$ cat src/rtl/skolem_urem_search_if.sv
// skolem_urem_search_if: start/abort request, operands and result bundle for the witness search
interface skolem_urem_search_if #(parameter int W = 4);
    logic         start;
    logic         abort;
    logic [1:0]   mode;
    logic [W-1:0] s;
    logic [W-1:0] t;
    logic         ready;
    logic         done;
    logic         found;
    logic [W-1:0] x;
    modport master (output start, abort, mode, s, t, input ready, done, found, x);
    modport slave (input start, abort, mode, s, t, output ready, done, found, x);
endinterface

$ cat src/rtl/skolem_urem_search.sv
// skolem_urem_search: smallest x with (x urem s | s urem x) <u / >u t, via a bit-serial restoring divider
module skolem_urem_search #(parameter int W = 4) (
    input logic clk,
    input logic rst_n,
    skolem_urem_search_if.slave bus
);
    typedef enum logic [2:0] {IDLE, LOAD, DIV, CHECK, DONE} state_t;
    localparam int CW = $clog2(W + 1);
    state_t       state_q, state_d;
    logic [1:0]   mode_q, mode_d;
    logic [W-1:0] s_q, s_d, t_q, t_d, b_q, b_d, q_q, q_d, x_q, x_d;
    logic [W:0]   c_q, c_d, r_q, r_d;
    logic [CW-1:0] n_q, n_d;
    logic         found_q, found_d;
    logic [W:0]   rs, diff;
    logic [W-1:0] rem;
    logic         pass, last, busy;
    always_comb begin
        rs   = {r_q[W-1:0], q_q[W-1]};
        diff = rs - {1'b0, b_q};
        rem  = r_q[W-1:0];
        pass = mode_q[1] ? (rem > t_q) : (rem < t_q);
        last = c_q == {1'b0, {W{1'b1}}};
        busy = state_q == LOAD || state_q == DIV || state_q == CHECK;
    end
    always_ff @(posedge clk or negedge rst_n) begin
        if (!rst_n) begin
            state_q <= IDLE;
            mode_q  <= '0;
            s_q     <= '0;
            t_q     <= '0;
            b_q     <= '0;
            q_q     <= '0;
            x_q     <= '0;
            c_q     <= '0;
            r_q     <= '0;
            n_q     <= '0;
            found_q <= 1'b0;
        end else begin
            state_q <= state_d;
            mode_q  <= mode_d;
            s_q     <= s_d;
            t_q     <= t_d;
            b_q     <= b_d;
            q_q     <= q_d;
            x_q     <= x_d;
            c_q     <= c_d;
            r_q     <= r_d;
            n_q     <= n_d;
            found_q <= found_d;
        end
    end
    always_comb begin
        state_d = state_q;
        case (state_q)
            IDLE:    state_d = bus.start ? LOAD : IDLE;
            LOAD:    state_d = bus.abort ? IDLE : DIV;
            DIV:     state_d = bus.abort ? IDLE : (n_q == CW'(W - 1) ? CHECK : DIV);
            CHECK:   state_d = bus.abort ? IDLE : ((pass || last) ? DONE : LOAD);
            default: state_d = IDLE;
        endcase
    end
    // With a zero divisor nothing is ever subtracted, so r ends up equal to the dividend (a urem 0 = a)
    always_comb begin
        mode_d  = mode_q;
        s_d     = s_q;
        t_d     = t_q;
        b_d     = b_q;
        q_d     = q_q;
        x_d     = x_q;
        c_d     = c_q;
        r_d     = r_q;
        n_d     = n_q;
        found_d = found_q;
        if (state_q == IDLE && bus.start) begin
            mode_d  = bus.mode;
            s_d     = bus.s;
            t_d     = bus.t;
            c_d     = '0;
            x_d     = '0;
            found_d = 1'b0;
        end
        if (state_q == LOAD) begin
            b_d = mode_q[0] ? c_q[W-1:0] : s_q;
            q_d = mode_q[0] ? s_q : c_q[W-1:0];
            r_d = '0;
            n_d = '0;
        end
        if (state_q == DIV) begin
            r_d = diff[W] ? rs : diff;
            q_d = {q_q[W-2:0], ~diff[W]};
            n_d = n_q + CW'(1);
        end
        if (state_q == CHECK && !bus.abort) begin
            x_d     = pass ? c_q[W-1:0] : '0;
            found_d = pass;
            c_d     = (pass || last) ? c_q : c_q + (W + 1)'(1);
        end
        if (busy && bus.abort) begin
            x_d     = '0;
            found_d = 1'b0;
        end
    end
    always_comb begin
        bus.ready = state_q == IDLE;
        bus.done  = state_q == DONE;
        bus.found = found_q;
        bus.x     = x_q;
    end
endmodule

$ cat src/flat_wrapper.sv
// flat-port wrapper written by rule: the top's interface ports become plain ports
module skolem_urem_search_flat 
#(parameter int W = 4)
  (clk, rst_n, bus_start, bus_abort, bus_mode, bus_s, bus_t, bus_ready, bus_done, bus_found, bus_x);
  skolem_urem_search_if #(.W(W)) bus_i ();
  input logic clk;
  input logic rst_n;
  input wire logic [$bits(bus_i.start)-1:0] bus_start;
  input wire logic [$bits(bus_i.abort)-1:0] bus_abort;
  input wire logic [$bits(bus_i.mode)-1:0] bus_mode;
  input wire logic [$bits(bus_i.s)-1:0] bus_s;
  input wire logic [$bits(bus_i.t)-1:0] bus_t;
  output wire logic [$bits(bus_i.ready)-1:0] bus_ready;
  output wire logic [$bits(bus_i.done)-1:0] bus_done;
  output wire logic [$bits(bus_i.found)-1:0] bus_found;
  output wire logic [$bits(bus_i.x)-1:0] bus_x;
  assign bus_i.start = bus_start;
  assign bus_i.abort = bus_abort;
  assign bus_i.mode = bus_mode;
  assign bus_i.s = bus_s;
  assign bus_i.t = bus_t;
  assign bus_ready = bus_i.ready;
  assign bus_done = bus_i.done;
  assign bus_found = bus_i.found;
  assign bus_x = bus_i.x;
  skolem_urem_search #(.W(W)) u_core (.clk(clk), .rst_n(rst_n), .bus(bus_i));
endmodule
$ cat config.mk
export PLATFORM = sky130hd
export DESIGN_NAME = skolem_urem_search_flat
export DESIGN_NICKNAME = d
export VERILOG_FILES = /design/src/rtl/skolem_urem_search_if.sv /design/src/rtl/skolem_urem_search.sv /design/src/flat_wrapper.sv
export SDC_FILE = /design/constraint.sdc
export NUM_CORES = 1
export LEC_CHECK = 0
export ABC_AREA = 1
export BUFFER_PORTS_ARGS = -buffer_cell sky130_fd_sc_hd__buf_2
export CAP_MARGIN = 20
export CORE_UTILIZATION = 53
export DETAILED_ROUTE_END_ITERATION = 8
export GPL_TIMING_DRIVEN = 0
export PLACE_DENSITY = 0.75
export SYNTH_ARGS = -nofsm -noshare
export SYNTH_HDL_FRONTEND = slang
export SYNTH_SLANG_ARGS = --single-unit
$ cat constraint.sdc
create_clock -name clk -period 2.7 [get_ports clk]
set_input_delay 0.81 -clock clk [delete_from_list [all_inputs] [get_ports clk]]
set_output_delay 0.81 -clock clk [all_outputs]
set_load 0.03 [all_outputs]
==> flow_summary.yaml <==
cts:
  clockBufferDepth: 2
  cts_tree: "done"
  cts.sinks: 38
  clk_pin_slew_ns: 0.07
  post_cts_buffers: 0
  clk-insertion-delay-late_ns: 0.29
  cts_resized: 0
  htree_levels: 2
  cts_root_buffer: "clkbuf_8"
  postCtsHoldBufs: 0
  cts_buffers: 5
timing:
  hold_viol: 0
  period_share: 0.764
  relSlewSlack: 0.433
  finalCriticalPeriod_ns: 2.06
  setup_viol: 0
  whs_ns: 0.470
  fmax_ghz: 0.485
  slew_viol_final: 0
  clock_skew_ns: 0.00637
  fin_setup_tns_ns: 0
  worst-slew-pin-transition_ns: 0.850
  rsz0062_at_grt: "false"
setup_path:
  cp-start-kind: "flip-flop"
  endpoint_kind: "primary output"
  cpLargestDelayFamily: "flip-flops"
  crit_required_ns: 1.89
  cp.arrival_ns: 1.25
  cp_max_fo: 3
  critPathKind: "reg -> out"
  path_buf_inv: 2
  path_cells: "nor2_1, inv_1, nor2_2, buf_2"
  crit_path_top_delay_cell: "dfrtp_1"
  slowest_delay_ns: 0.42
synth:
  synth-main-ff-cell: "dfrtp_1"
  synth_common_cells: "62 x nand2_1, 38 x dfrtp_1, 32 x inv_1"
  ys_seq_area_frac: 0.469
  synth_top_cell_by_area: "dfrtp_1"
  synth_warnings: 0
  synth.most_common_cell: "nand2_1"
  ys_types: 28
  synth_edf_count: 0
  syn_inst: 240
  yosys-top-cells-area: "dfrtp_1 47%, nand2_1 11%, ha_1 7.4%"
  yosysTopAreaCellShare: 0.469
  async_reset_ff_frac: 1.00
  synth_area_um2: 2030
  avgSynthCellArea_um2: 8.46
  syn_nets: 267
  ys_seq_elements: 38
die:
  design.core.area_um2: 3660
  rows: 22
  chipHeight_um: 63.9
  start_util: 0.554
  ios: 21
  die_w_um: 63.9
  dieArea_um2: 4080
global_routing:
  antenna_found_initial: 0
  overflow: 0
  gr-usage-all-layers: 0.231
  grt_pass1_wl_um: 7130
  grt_pass1_vias: 1631
  grt_max_degree: 39
detailed_routing:
  drc: 0
  ant_nets: 0
  wirelength_um: 3970
  vias_per_cell: 5.05
  route.vias.total: 1590
  firstDrtPassIters: 4
  initialDrtViolationCount: 110
  wl_per_cell_um: 12.6
placement:
  portBuffers: 20
  place.gp.congestion: 0.833
  dp_hpwl_um: 2900
  postPlaceCellArea_um2: 2190
  dp_cells: 308
min_path:
  hold_class: "reg -> reg"
run_status:
  status: "finished, final reports clean"
cells_and_area:
  layout-drive-gt1-share: 0.161
  final_area_um2: 2270
  syn_to_final_growth_pct: 11.7
  multi_input_area_um2: 917
  nNetsFinal: 294
  seq_area_um2: 951
  layoutNonFillerInstCount: 315
  diodes: 0
  nFillCells: 339
power:
  cellPowerDensity_nw_per_um2: 944
  finalPower_uw: 2140
  irDropWorstVdd_mv: 0.539
  power.leakage_uw: 0.00123
job:
  max-cap-violations: 0
## path summary, 6_finish.rpt
check                                        startpoint  slack, ns  depth (start not counted)                           end
setup / recovery            u_core.state_q[1]$_DFF_PN0_       0.64                          4                     bus_ready
hold / removal             u_core.bus.found$_DFFE_PN0P_       0.47                          2  u_core.bus.found$_DFFE_PN0P_
setup reg to reg              u_core.q_q[3]$_DFFE_PN0P_       0.68                          9     u_core.r_q[0]$_DFFE_PN0P_
hold reg to reg            u_core.bus.found$_DFFE_PN0P_       0.47                          2  u_core.bus.found$_DFFE_PN0P_
max in group asynchronous                         rst_n       1.54                          1     u_core.q_q[3]$_DFFE_PN0P_
min in group asynchronous                         rst_n       0.62                          1     u_core.n_q[1]$_DFFE_PN0P_
## logic make-up after synthesis
family,Yosys count,synth area share
flops,38,0.469
xor+xnor,5,0.0216
compound gates,34,0.0906
fa+ha+maj,13,0.0838
mux,2,0.0111
buf+inv,40,0.0795
simple gates,108,0.245
## worst reg2reg max path, cell delays in order, from the launching register on
cell,delay (ns)
dfrtp_1,0.36
inv_1,0.07
ha_1,0.22
fa_1,0.40
nand3b_1,0.17
nand2_1,0.11
xor2_1,0.34
nand2_1,0.10
nand3_1,0.10
nand2_1,0.05
## sequential cells by signal (all words and copies together) (netlist names)
signal	count
u_core.b_q	4
u_core.bus.found	1
u_core.bus.x	4
u_core.c_q	5
u_core.mode_q	2
u_core.n_q	3
u_core.q_q	4
u_core.r_q	4
u_core.s_q	4
u_core.state_q	3
u_core.t_q	4
## layout make-up
class	instances	share of cell area
timing repair buffer	20	0.0442
multi-input combinational	162	0.405
sequential	38	0.420
buffer	4	0.00828
tap	48	0.0265
clock buffer	7	0.0337
inverter	36	0.0629
## stage by stage
step | utilization | setup WS (ns)
final | 0.619 | 0.637
after global routing | 0.619 | 0.517
after CTS | 0.619 | 0.620
after detailed placement | 0.598 | 0.669
after global placement | 0.598 | 0.700
after floorplan | - | 0.897
## metal layers
layer	vias up	track usage	wire length (um)
li1	817	-	-
met1	739	0.292	1880
met2	26	0.376	1880
met3	8	0.0607	137
met4	0	0.0909	78
met5	-	0	0
## power by group
group	switching, uW	internal (uW)	leakage [uW]
Combinational	591	351	0.000710
Clock	193	178	0.0000383
Sequential	91.9	733	0.000481
## placed cells by master (no fill, tap or decap), types with 2 or more instances in the layout
cell,n
o21ai_0,13
xnor2_1,2
o211ai_1,2
ha_1,12
dfrtp_1,38
nor2_2,3
a21oi_1,14
nand3_1,18
clkbuf_8,5
inv_4,2
nand2_1,62
clkbuf_1,3
buf_2,23
clkinv_2,2
o22ai_1,4
inv_1,32
nand3b_1,2
nand2_2,2
mux2_2,2
xor2_1,3
nor2_1,15
No activity file was read; power rests on OpenSTA's default activity.
